===== src/rtl/uart_pkg.sv =====
// rtl/uart_pkg.sv - shared types and timing helpers for the buffered UART transmitter
package uart_pkg;

    typedef enum logic [2:0] {
        IDLE,
        START,
        DATA,
        PARITY,
        STOP
    } tx_state_t;

    localparam int DATA_BITS = 8;

    function automatic int bit_period(input int clk_per_half_bit);
        return 2 * clk_per_half_bit;
    endfunction

endpackage


===== src/rtl/uart_tx_fifo.sv =====
// rtl/uart_tx_fifo.sv - single-clock byte FIFO with registered full/empty/count
module uart_tx_fifo #(
    parameter int AW = 4,
    parameter int DW = 8
) (
    input  logic          clk,
    input  logic          rst,
    input  logic [DW-1:0] wdata,
    input  logic          wr,
    input  logic          rd,
    output logic [DW-1:0] rdata,
    output logic          full,
    output logic          empty,
    output logic [AW:0]   count
);

    localparam int DEPTH = 1 << AW;
    localparam logic [AW:0] DEPTH_V = (AW + 1)'(DEPTH);

    logic [DW-1:0] mem [DEPTH];
    logic [AW-1:0] wr_ptr;
    logic [AW-1:0] rd_ptr;
    logic          wr_ok;
    logic          rd_ok;
    logic [AW:0]   count_next;

    // Flags are registered, so a byte written this cycle is not visible to rd yet.
    assign wr_ok = wr && !full;
    assign rd_ok = rd && !empty;
    assign rdata = mem[rd_ptr];

    always_comb begin
        count_next = count;
        if (wr_ok && !rd_ok) begin
            count_next = count + 1'b1;
        end else if (!wr_ok && rd_ok) begin
            count_next = count - 1'b1;
        end
    end

    always_ff @(posedge clk) begin
        if (wr_ok) begin
            mem[wr_ptr] <= wdata;
        end
    end

    always_ff @(posedge clk) begin
        if (rst) begin
            wr_ptr <= '0;
            rd_ptr <= '0;
            count  <= '0;
            full   <= 1'b0;
            empty  <= 1'b1;
        end else begin
            if (wr_ok) begin
                wr_ptr <= wr_ptr + 1'b1;
            end
            if (rd_ok) begin
                rd_ptr <= rd_ptr + 1'b1;
            end
            count <= count_next;
            full  <= (count_next == DEPTH_V);
            empty <= (count_next == '0);
        end
    end

endmodule


===== src/rtl/uart_tx_buffered.sv =====
// rtl/uart_tx_buffered.sv - 8N1 UART transmitter fed by a byte FIFO; UART_TX_PARITY_EN adds an even parity bit
module uart_tx_buffered
    import uart_pkg::*;
#(
    parameter int CLK_PER_HALF_BIT = 30,
    parameter int FIFO_AW          = 4
) (
    input  logic               clk,
    input  logic               rst,
    input  logic [7:0]         sdata,
    input  logic               wr_en,
    output logic               full,
    output logic               empty,
    output logic [FIFO_AW:0]   count,
    output logic               tx_busy,
    output logic               txd
);

    localparam int BIT_CYC = bit_period(CLK_PER_HALF_BIT);
    localparam int BAUD_W  = $clog2(BIT_CYC);
    localparam int BCNT_W  = $clog2(DATA_BITS);
    localparam logic [BAUD_W-1:0] BAUD_LAST = BAUD_W'(BIT_CYC - 1);
    localparam logic [BCNT_W-1:0] BIT_LAST  = BCNT_W'(DATA_BITS - 1);

    tx_state_t         state;
    logic [BAUD_W-1:0] baud;
    logic [BCNT_W-1:0] bit_cnt;
    logic [7:0]        shift;
    logic [7:0]        head;
    logic              bit_end;
    logic              pop;
`ifdef UART_TX_PARITY_EN
    logic              par;
`endif

    uart_tx_fifo #(
        .AW(FIFO_AW),
        .DW(8)
    ) u_fifo (
        .clk   (clk),
        .rst   (rst),
        .wdata (sdata),
        .wr    (wr_en),
        .rd    (pop),
        .rdata (head),
        .full  (full),
        .empty (empty),
        .count (count)
    );

    assign bit_end = (baud == BAUD_LAST);
    // Reloading straight from STOP keeps back-to-back frames free of idle gaps.
    assign pop = !empty && ((state == IDLE) || ((state == STOP) && bit_end));

    // txd and tx_busy follow the state one cycle later, so every bit keeps its full period.
    always_ff @(posedge clk) begin
        if (rst) begin
            state   <= IDLE;
            baud    <= '0;
            bit_cnt <= '0;
            shift   <= '0;
            txd     <= 1'b1;
            tx_busy <= 1'b0;
`ifdef UART_TX_PARITY_EN
            par     <= 1'b0;
`endif
        end else begin
            tx_busy <= (state != IDLE);
            baud    <= bit_end ? '0 : baud + 1'b1;
            case (state)
                IDLE: begin
                    txd  <= 1'b1;
                    baud <= '0;
                    if (pop) begin
                        shift   <= head;
                        bit_cnt <= '0;
`ifdef UART_TX_PARITY_EN
                        par     <= ^head;
`endif
                        state   <= START;
                    end
                end
                START: begin
                    txd <= 1'b0;
                    if (bit_end) begin
                        state <= DATA;
                    end
                end
                DATA: begin
                    txd <= shift[0];
                    if (bit_end) begin
                        shift   <= shift >> 1;
                        bit_cnt <= bit_cnt + 1'b1;
                        if (bit_cnt == BIT_LAST) begin
`ifdef UART_TX_PARITY_EN
                            state <= PARITY;
`else
                            state <= STOP;
`endif
                        end
                    end
                end
`ifdef UART_TX_PARITY_EN
                PARITY: begin
                    txd <= par;
                    if (bit_end) begin
                        state <= STOP;
                    end
                end
`endif
                STOP: begin
                    txd <= 1'b1;
                    if (bit_end) begin
                        if (pop) begin
                            shift   <= head;
                            bit_cnt <= '0;
`ifdef UART_TX_PARITY_EN
                            par     <= ^head;
`endif
                            state   <= START;
                        end else begin
                            state <= IDLE;
                        end
                    end
                end
                default: begin
                    txd   <= 1'b1;
                    state <= IDLE;
                end
            endcase
        end
    end

endmodule


===== config.mk =====
export PLATFORM = sky130hd
export DESIGN_NAME = uart_tx_buffered
export DESIGN_NICKNAME = d
export VERILOG_FILES = /design/src/rtl/uart_pkg.sv /design/src/rtl/uart_tx_fifo.sv /design/src/rtl/uart_tx_buffered.sv
export SDC_FILE = /design/constraint.sdc
export NUM_CORES = 1
export LEC_CHECK = 0
export CORE_UTILIZATION = 60
export CTS_BUF_LIST = sky130_fd_sc_hd__clkbuf_16
export DETAILED_ROUTE_END_ITERATION = 16
export GPL_ROUTABILITY_DRIVEN = 0
export GPL_TIMING_DRIVEN = 1
export PLACE_DENSITY = 0.78
export SYNTH_ARGS = -nofsm -noshare
export SYNTH_HDL_FRONTEND = slang
export SYNTH_SLANG_ARGS = --single-unit

===== constraint.sdc =====
create_clock -name clk -period 2.4 [get_ports clk]
set_clock_uncertainty 0.15 [all_clocks]
set_input_delay 0.48 -clock clk [delete_from_list [all_inputs] [get_ports clk]]
set_output_delay 0.48 -clock clk [all_outputs]
set_load 0.03 [all_outputs]

# Word level (Yosys, flattened, before mapping)
# Memories as Yosys holds them, arrays and structs flattened. A register that Yosys moved wholly into a read port is not among the register bits.
# Index checks and enable logic that the tools add are counted.
[classes] n_addsub=6 multipliers=0 n_div=0 n_lt_le_gt_ge=0 eq_ne=11 shift=0 n_mux=22 bitwise=0 reduce_logical=18
[op_table] cell="3-bit 2-to-1 mux" count=8
[op_table] cell="8-bit 2-to-1 mux" count=3
[op_table] cell="8-bit one-hot mux with 3 select lines" count=1
[op_table] cell="3-bit one-hot mux with 4 select lines" count=1
[op_table] cell="5-bit 2-to-1 mux" count=2
[op_table] cell="3-bit one-hot mux with 3 select lines" count=1
[op_table] cell="4-bit by 1-bit adder with 4-bit output, second input constant" count=2
[op_table] cell="4-bit 2-to-1 mux" count=2
[op_table] cell="2-bit != test, second input constant" count=4
[op_table] cell="6-bit by 1-bit adder with 6-bit output, second input constant" count=1
[op_table] cell="3-bit == test, second input constant" count=2
[op_table] cell="6-bit == test, second input constant" count=1
[op_table] cell="1-bit logical AND" count=6
[op_table] cell="3-bit nonzero test" count=2
[op_table] cell="5-bit by 1-bit adder with 5-bit output, second input constant" count=1
[op_table] cell="5-bit == test, second input constant" count=1
[op_table] cell="5-bit zero test" count=1
[op_table] cell="5-bit AND reduction" count=1
[op_table] cell="5-bit by 1-bit subtractor with 5-bit output, second input constant" count=1
[op_table] cell="1-bit zero test" count=4
[op_table] cell="3-bit by 1-bit adder with 3-bit output, second input constant" count=1
[op_table] cell="3-bit by 1-bit == test with 1-bit output, second input constant" count=1
[op_table] cell="3-bit by 2-bit == test with 1-bit output, second input constant" count=1
[op_table] cell="3-bit zero test" count=1
[op_table] cell="6 further kinds" count=8
[totals] regBits=37 latchBits=0 ramBits=128 rom_bits=0 inputBits=11 out_inout_bits=9 word_cells=69 n_memories=1
[memory_table] name="u_fifo.mem" words=16 word_bits=8 read_ports=1 rd_ports_with_merged_regs=1 write_ports=1 line="uart_tx_fifo.sv:20" source="logic [DW-1:0] mem [DEPTH];"

# Logic depth before layout (Yosys ltp)
# Gate-level depths: netlist of run 1.
[depth] depth_word=9 mapped_depth=8 ltp_nobuf=6

# Cells and area by module
# From an unflattened synthesis of run 1, not the netlist that was laid out.
[hier_totals] cells_unflattened=409 hier_area_um2=6981.7
[modules_own_cells] module="uart_tx_fifo" instances=1 cells_each=293 area_per_inst_um2=5890.6 seq_area_each_um2=4224.1
[modules_own_cells] module="uart_tx_buffered" instances=1 cells_each=116 area_per_inst_um2=1091.0 seq_area_each_um2=440.4

# Worst setup path after synthesis of run 1
# No wires, ideal clock.
[synth_timing] kind="register to register" start="register baud[0]" end="register u_fifo.empty" setup_time_ps=96 t_arrival_ps=1790 t_required_ps=2154 setup_slack_ps=364 stages_incl_launch_ff=8 n_path_buf=1 synth_period_minus_slack_ps=2036 path_cell_list="dfxtp_1 -> ha_1 -> nor4bb_1 -> a21o_1 -> buf_4 -> mux2i_1 -> xor2_1 -> o41ai_2"
[synth_via] elab_chain_cells=9 elab_cells_between_ends=11 cone_classes="eq/ne: 1; mux: 2; reduce/logical: 8"
[synth_lines] element="start, declared" line="uart_tx_buffered.sv:26" source="logic [BAUD_W-1:0] baud;"
[synth_lines] element="start signal, assigned" line="uart_tx_buffered.sv:69" source="baud <= bit_end ? '0 : baud + 1'b1;"
[synth_lines] element="6-bit == test (*)" line="uart_tx_buffered.sv:51" source="assign bit_end = (baud == BAUD_LAST);"
[synth_lines] element="1-bit logical AND (*)" line="uart_tx_buffered.sv:53" source="assign pop = !empty && ((state == IDLE) || ((state == STOP) && bit_end));"
[synth_lines] element="1-bit logical OR (*)" line="uart_tx_buffered.sv:53"
[synth_lines] element="1-bit logical AND (*)" line="uart_tx_buffered.sv:53"
[synth_lines] element="1-bit logical AND (*)" line="uart_tx_fifo.sv:29" source="assign rd_ok = rd && !empty;"
[synth_lines] element="1-bit logical AND or 1-bit zero test (tied branches)" line="uart_tx_fifo.sv:36, uart_tx_fifo.sv:34"
[synth_lines] element="5-bit 2-to-1 mux or 1-bit logical AND (tied branches)" line="uart_tx_fifo.sv:36, uart_tx_fifo.sv:34"
[synth_lines] element="5-bit 2-to-1 mux (*)" line="uart_tx_fifo.sv:34" source="if (wr_ok && !rd_ok) begin"
[synth_lines] element="5-bit zero test (*)" line="uart_tx_fifo.sv:63" source="empty <= (count_next == '0);"
[synth_lines] element="end signal, assigned" line="uart_tx_fifo.sv:63"
[synth_lines] element="end, declared" line="uart_tx_fifo.sv:13" source="output logic empty,"
# Mark *: on every way between the ends. The rest lies on a longest branch, timed or not.
# A chain may end at the register's enable or synchronous reset.

# Final worst setup path of run 1
[layout_timing] start="register baud[0]" end="register u_fifo.full"
[layout_via] elab_chain_cells=9 elab_cells_between_ends=11 cone_classes="eq/ne: 2; mux: 2; reduce/logical: 7"
[layout_lines] element="6-bit == test (*)" line="uart_tx_buffered.sv:51"
[layout_lines] element="1-bit logical AND (*)" line="uart_tx_buffered.sv:53"
[layout_lines] element="1-bit logical OR (*)" line="uart_tx_buffered.sv:53"
[layout_lines] element="1-bit logical AND (*)" line="uart_tx_buffered.sv:53"
[layout_lines] element="1-bit logical AND (*)" line="uart_tx_fifo.sv:29"
[layout_lines] element="1-bit logical AND or 1-bit zero test (tied branches)" line="uart_tx_fifo.sv:36, uart_tx_fifo.sv:34"
[layout_lines] element="5-bit 2-to-1 mux or 1-bit logical AND (tied branches)" line="uart_tx_fifo.sv:36, uart_tx_fifo.sv:34"
[layout_lines] element="5-bit 2-to-1 mux (*)" line="uart_tx_fifo.sv:34"
[layout_lines] element="5-bit == test (*)" line="uart_tx_fifo.sv:62" source="full <= (count_next == DEPTH_V);"
[layout_lines] element="end signal, assigned" line="uart_tx_fifo.sv:62"
[layout_lines] element="end, declared" line="uart_tx_fifo.sv:12" source="output logic full,"
# Marks and branches as above.

==> results of run 1 <==
==> sequential cells by signal, summed over array words and instances, names as in the netlist, 3 cells and up, named ones only <==
register	flops
u_fifo.mem	128
u_fifo.rd_ptr	4
u_fifo.wr_ptr	4
state	3
baud	6
bit_cnt	3
u_fifo.count	5
shift	8
==> synth_stat cells (2+ instances only) <==
cell        n  share of area
nand4_1     3         0.0027
mux4_1      8          0.031
nor2_1     33          0.018
nand2_1    14         0.0077
clkbuf_1   10         0.0055
nand3_1     4         0.0029
and3_1      3         0.0027
mux2i_1    13          0.019
a221oi_1    7         0.0089
o21ai_0     8         0.0058
dfxtp_1    41           0.12
ha_1       10          0.018
nor2b_1     5         0.0046
a21oi_1    12         0.0088
inv_1       7         0.0038
xor2_1      8          0.010
a32o_1      8          0.012
buf_4       3         0.0033
nand2b_1    4         0.0037
nor4_1      3         0.0027
buf_1       2         0.0011
xnor2_1     8          0.010
mux4_2     25          0.082
a32oi_1     2         0.0026
nor3_1      7         0.0051
edfxtp_1  128           0.56
buf_2       6         0.0044
and2_1     20          0.018
==> metrics by stage <==
| stage | total power [mW] | setup slack [ns] | area, sq um | util |
|---|---|---|---|---|
| after floorplan | 4.74 | 0.364 | 6850 | - |
| after global placement | 5.23 | 0.0192 | 7430 | 0.676 |
| after detailed placement | 5.27 | -0.0131 | 7430 | 0.676 |
| after CTS | 8.01 | 0.0610 | 8020 | 0.730 |
| after global routing | 8.28 | 0.0126 | 8020 | 0.731 |
| final | 7.95 | 0.160 | 8020 | 0.731 |
==> power by group through the flow <==
stage | Combinational [mW] | Clock [mW] | Sequential (mW)
detailed placement | 1.74 | 0 | 3.53
finish | 1.74 | 2.74 | 3.47
global placement | 1.71 | 0 | 3.52
global route | 1.89 | 2.89 | 3.49
CTS | 1.76 | 2.78 | 3.47
floorplan | 1.18 | 0 | 3.57
==> cell type report <==
type / count / area, sq um
flip-flops and latches: 169 / 4670
fillers: 655 / 2960
multi-input cells: 219 / 2030
repair buffers: 51 / 531
clock buffers: 17 / 425
well taps: 140 / 175
clock inverters: 15 / 168
inverters: 7 / 26.3
==> timing repair <==
item	in CTS	in global routing
setup endpoints to repair	0	2
resized for setup	0	1
hold buffers	0	0
==> layer usage <==
metal / up-vias / track usage / routed length, um / share of wire
met1: 1888 / 0.325 / 5200 / 0.40
li1: 1727 / - / - / -
met3: 22 / 0.0693 / 1110 / 0.085
met5: - / 0 / 0 / 0
met4: 0 / 0.130 / 331 / 0.025
met2: 135 / 0.380 / 6450 / 0.49
==> logic make-up (layout without fill, tap and decap cells) <==
| kind of cell | Yosys count | after routing |
|---|---|---|
| xor+xnor | 16 | 16 |
| fa+ha+maj | 10 | 10 |
| mux | 46 | 46 |
| compound gates | 44 | 44 |
| buf+inv | 30 | 90 |
| flops | 169 | 169 |
| simple gates | 103 | 103 |
==> worst max-delay path, delay by kind of cell, from the launching register on <==
kind,cells,cell delay [ns]
adder cells (fa/ha/maj),1,0.22
flip-flops,1,0.35
multiplexers,2,0.48
AND/OR/NAND/NOR,2,0.66
AO/OA/AOI/OAI,1,0.27
==> how the worst max path moves through the flow <==
stage / endpoint / slack [ns] / cells past startpoint
4_1_cts: u_fifo.full / 0.06 / 6
2_1_floorplan: u_fifo.empty / 0.36 / 7
3_3_place_gp: u_fifo.mem[8][3] / 0.02 / 5
5_1_grt: u_fifo.full / 0.01 / 6
6_report: u_fifo.full / 0.16 / 6
3_5_place_dp: u_fifo.mem[6][2] / -0.01 / 6
==> impl_metrics.toml, run 1 <==
[detailed_routing]
vias = 3772
drt_wl_total_um = 13100
dr.first_iter.drc_count = 317
vias_per_cell = 6.10
wl_per_cell_um = 21.2
ant_nets = 0
dr.pass1.iters = 4
drc = 0

[sta]
worst_pin_slew_ns = 0.677
setup_tns_ns = 0
drv_slew = 0
period_needed_ns = 2.24
slew_headroom = 0.548
hold_viol = 0
whs_ns = 0.302
grt_setup_unrepaired = "no"
finalSetupViolCount = 0
max_freq_mhz = 446
min_period_over_period = 0.933

[global_routing]
grt_antenna_before_repair = 0
grt_overflow = 0
grt_pass1_vias = 3767
grt_pass1_wl_um = 20300
grt_max_degree = 31
track_usage = 0.248

[pwr]
clkPwrFrac = 0.345
switchingPower_mw = 2.07
switching_share = 0.260
leakagePower_nw = 2.74
vdd_ir_drop_max_v = 0.000659
power.internal_mw = 5.89
p_per_area_nw_per_um2 = 991
pwr-share-comb = 0.219
p_seq_frac = 0.436

[cts]
postCtsSetupRepairBufs = 0
cts_tree = "yes"
clockBufferDepth = 2
numCtsBuffers = 17
cts_root_buffer = "clkbuf_16"
htreeDepth = 4
clkTransAtPathRegs_ns = 0.06
insertion_delay_ns = 0.42
cts.sinks = 169

[critical_path]
rrSetupSlack_ns = 0.16
path_class = "flop to flop"
cp_data_arrival_time_ns = 2.41
path_common_cell = "mux2i_1"
path_max_fanout = 5
slowest_stage = "nor4bb_1"
r2r-end = "u_fifo.full"
cp.required_ns = 2.57
crit_chain = "ha_1 > nor4bb_1 > a21o_2 > mux2i_1 > mux2i_1 > nor4_1"
max_stage_delay_ns = 0.37
setup.worst_path.end_class = "flop"
crit-reg2reg-launch = "baud[0]"
r2r.worst_path.cells = 6
crit_start = "baud[0]"
startpoint_type = "flop"

[yosys]
yosys.cell_types.count = 44
syn_area_per_cell_sq_um = 16.4
synthCells = 418
synth_edf_count = 128
async_flop_share = 0
syn_area_sq_um = 6850
synth_top_family_by_area = "multiplexers"
synthXorXnorAreaFrac = 0.0205
yosys.area_share.adder = 0.0183
postSynthNetCount = 439
synth_compound_area_frac = 0.0477
synthFlopType = "edfxtp_1"
synthSimpleGateAreaFrac = 0.0783
yosysWarnings = 0
ys_seq_area_frac = 0.681
yosys_register_bits = 169
synthMuxAreaShare = 0.132

[floorplan]
start_util = 0.624
die_w_um = 109
floorplan.die.height_um = 109
core-area_sq_um = 11000
rows = 38
die_area_sq_um = 11900
ios = 20

[finish]
syn_to_final_growth_pct = 17.1
drive_gt1_frac = 0.182
layout.cells.non_filler = 618
final_cell_mix = "edfxtp_1 (128), dfxtp_1 (40), nor2_1 (33)"
num_antenna_cells = 0
mostFrequentLayoutCell = "edfxtp_1"
fin_nets = 486

[worst_hold_path]
hp-class = "flop to flop"
holdPathStages = 1
hold-path-endpoint = "baud[0]"
min_from = "baud[0]"

[placed_design]
hpwl_um = 8510
numPortBuffers = 19
dp.cells = 586

[flow_run]
drv_cap = 0

[outcome]
status = "finished, final reports clean"
(Power assumes the default switching activity.)
==> inputs of run 2 (changes only) <==
--- a/config.mk
+++ b/config.mk
@@ -11,6 +11,8 @@
 export GPL_ROUTABILITY_DRIVEN = 0
 export GPL_TIMING_DRIVEN = 1
 export PLACE_DENSITY = 0.78
+export REMOVE_ABC_BUFFERS = 1
+export SETUP_SLACK_MARGIN = 0.1
 export SYNTH_ARGS = -nofsm -noshare
 export SYNTH_HDL_FRONTEND = slang
 export SYNTH_SLANG_ARGS = --single-unit
==> run 2 against run 1 <==
Clock power decreased by 11%. Count of clock-buffer cells in the layout unchanged. Worst hold slack worse by 0.0039 ns. Core utilization grew 0.27 points. Highest routed layer unchanged. Largest cell class unchanged. Largest power group unchanged. First-iteration DRC count down 17%. Power fell by 3.2%.
==> impl_metrics.toml, run 2 (same netlist as run 1, synthesis figures left out) <==
[global_routing]
grt_antenna_before_repair = 0
grt_pass1_vias = 3733
grt_overflow = 0
grt_pass1_wl_um = 20900
grt_max_degree = 30
track_usage = 0.256

[sta]
grt_setup_unrepaired = "no"
min_period_over_period = 0.935
max_freq_mhz = 446
hold_viol = 0
setup_tns_ns = 0
whs_ns = 0.298
finalSetupViolCount = 0
period_needed_ns = 2.24
slew_headroom = 0.436
worst_slack_ns = 0.157
drv_slew = 0
worst_pin_slew_ns = 0.844

[cts]
numCtsBuffers = 17
clkTransAtPathRegs_ns = 0.06
cts.sinks = 169
cts_root_buffer = "clkbuf_16"
htreeDepth = 4
clockBufferDepth = 2
cts_hold_buf = 0
insertion_delay_ns = 0.42
cts_tree = "yes"

[placed_design]
place_ws_ns = -0.106
numPortBuffers = 19
hpwl_um = 8830

[detailed_routing]
drt_wl_total_um = 14000
vias_per_cell = 6.20
ant_nets = 0
vias = 3797
dr.first_iter.drc_count = 263
wl_per_cell_um = 22.9
dr.pass1.iters = 4
drc = 0

[critical_path]
worst-path-buf-inv = 1
cp.required_ns = 1.77
cp_data_arrival_time_ns = 1.61
setup.worst_path.end_class = "primary output"
slowest_stage = "clkdlybuf4s50_1"
path_class = "flop to primary output"
startpoint_type = "flop"
crit_family = "buffers and inverters"
max_stage_delay_ns = 0.74
crit_chain = "clkdlybuf4s50_1"
path_max_fanout = 5

[floorplan]
floorplan.die.height_um = 109
core-area_sq_um = 11000
rows = 38
die_w_um = 109
die_area_sq_um = 11900
ios = 20
start_util = 0.624

[finish]
largest_register = "u_fifo.mem"
largest_reg_flops = 128
regArea_sq_um = 4670
fin_nets = 480
drive_gt1_frac = 0.197
top_regs = "u_fifo.mem x128, shift x8, baud x6"
final_cell_mix = "edfxtp_1 (128), dfxtp_1 (40), nor2_1 (33)"
num_antenna_cells = 0
mostFrequentLayoutCell = "edfxtp_1"
multi_input_area_sq_um = 2080
syn_to_final_growth_pct = 17.5
fillers = 633

[worst_hold_path]
hp-class = "flop to flop"

[pwr]
leakagePower_nw = 2.70
p_per_area_nw_per_um2 = 956
vdd_ir_drop_max_v = 0.000699

[outcome]
status = "finished, final reports clean"

[flow_run]
drv_cap = 0
## run 2: worst paths after layout
kind	start	to	slack (ns)	depth (start not counted)
worst max-delay path	u_fifo.empty	empty	0.16	1
worst min register to register	baud[0]	baud[0]	0.30	1
worst min-delay path	baud[0]	baud[0]	0.30	1
worst max register to register	flop	shift[6]	0.17	6
## run 2: layout make-up
| type | count | share of cell area |
|---|---|---|
| multi-input cells | 219 | 0.259 |
| clock inverters | 15 | 0.0127 |
| well taps | 140 | 0.0217 |
| flip-flops and latches | 169 | 0.579 |
| repair buffers | 45 | 0.0715 |
| inverters | 7 | 0.00326 |
| clock buffers | 17 | 0.0528 |
## run 2: per-layer routing
| metal | wire length [um] | GRT usage | part of all wire | vias up |
|---|---|---|---|---|
| met5 | 0 | 0 | 0 | - |
| met4 | 308 | 0.0878 | 0.022 | 0 |
| met3 | 772 | 0.0640 | 0.055 | 25 |
| met2 | 6970 | 0.396 | 0.50 | 135 |
| met1 | 5940 | 0.358 | 0.42 | 1922 |
| li1 | - | - | - | 1715 |
## run 2: report_power, final
part | internal (mW) | total [mW] | switching, mW
logic | 0.870 | 1.78 | 0.909
registers | 3.32 | 3.48 | 0.158
clock network | 1.32 | 2.44 | 1.12
## run 2: what timing repair did
action                     in CTS  in global routing
setup buffers                   0                  0
setup endpoints to repair       1                 18
resized for setup               1                 11
cloned                          0                  0
## run 2: per-stage QoR
step	cell area, sq um	power [mW]	util	cells
floorplan	6720	4.63	-	395
global route	8050	7.97	0.733	612
finish	8050	7.70	0.733	612
global placement	7470	5.23	0.680	580
detailed placement	7470	5.28	0.680	580
CTS	8010	7.70	0.729	612
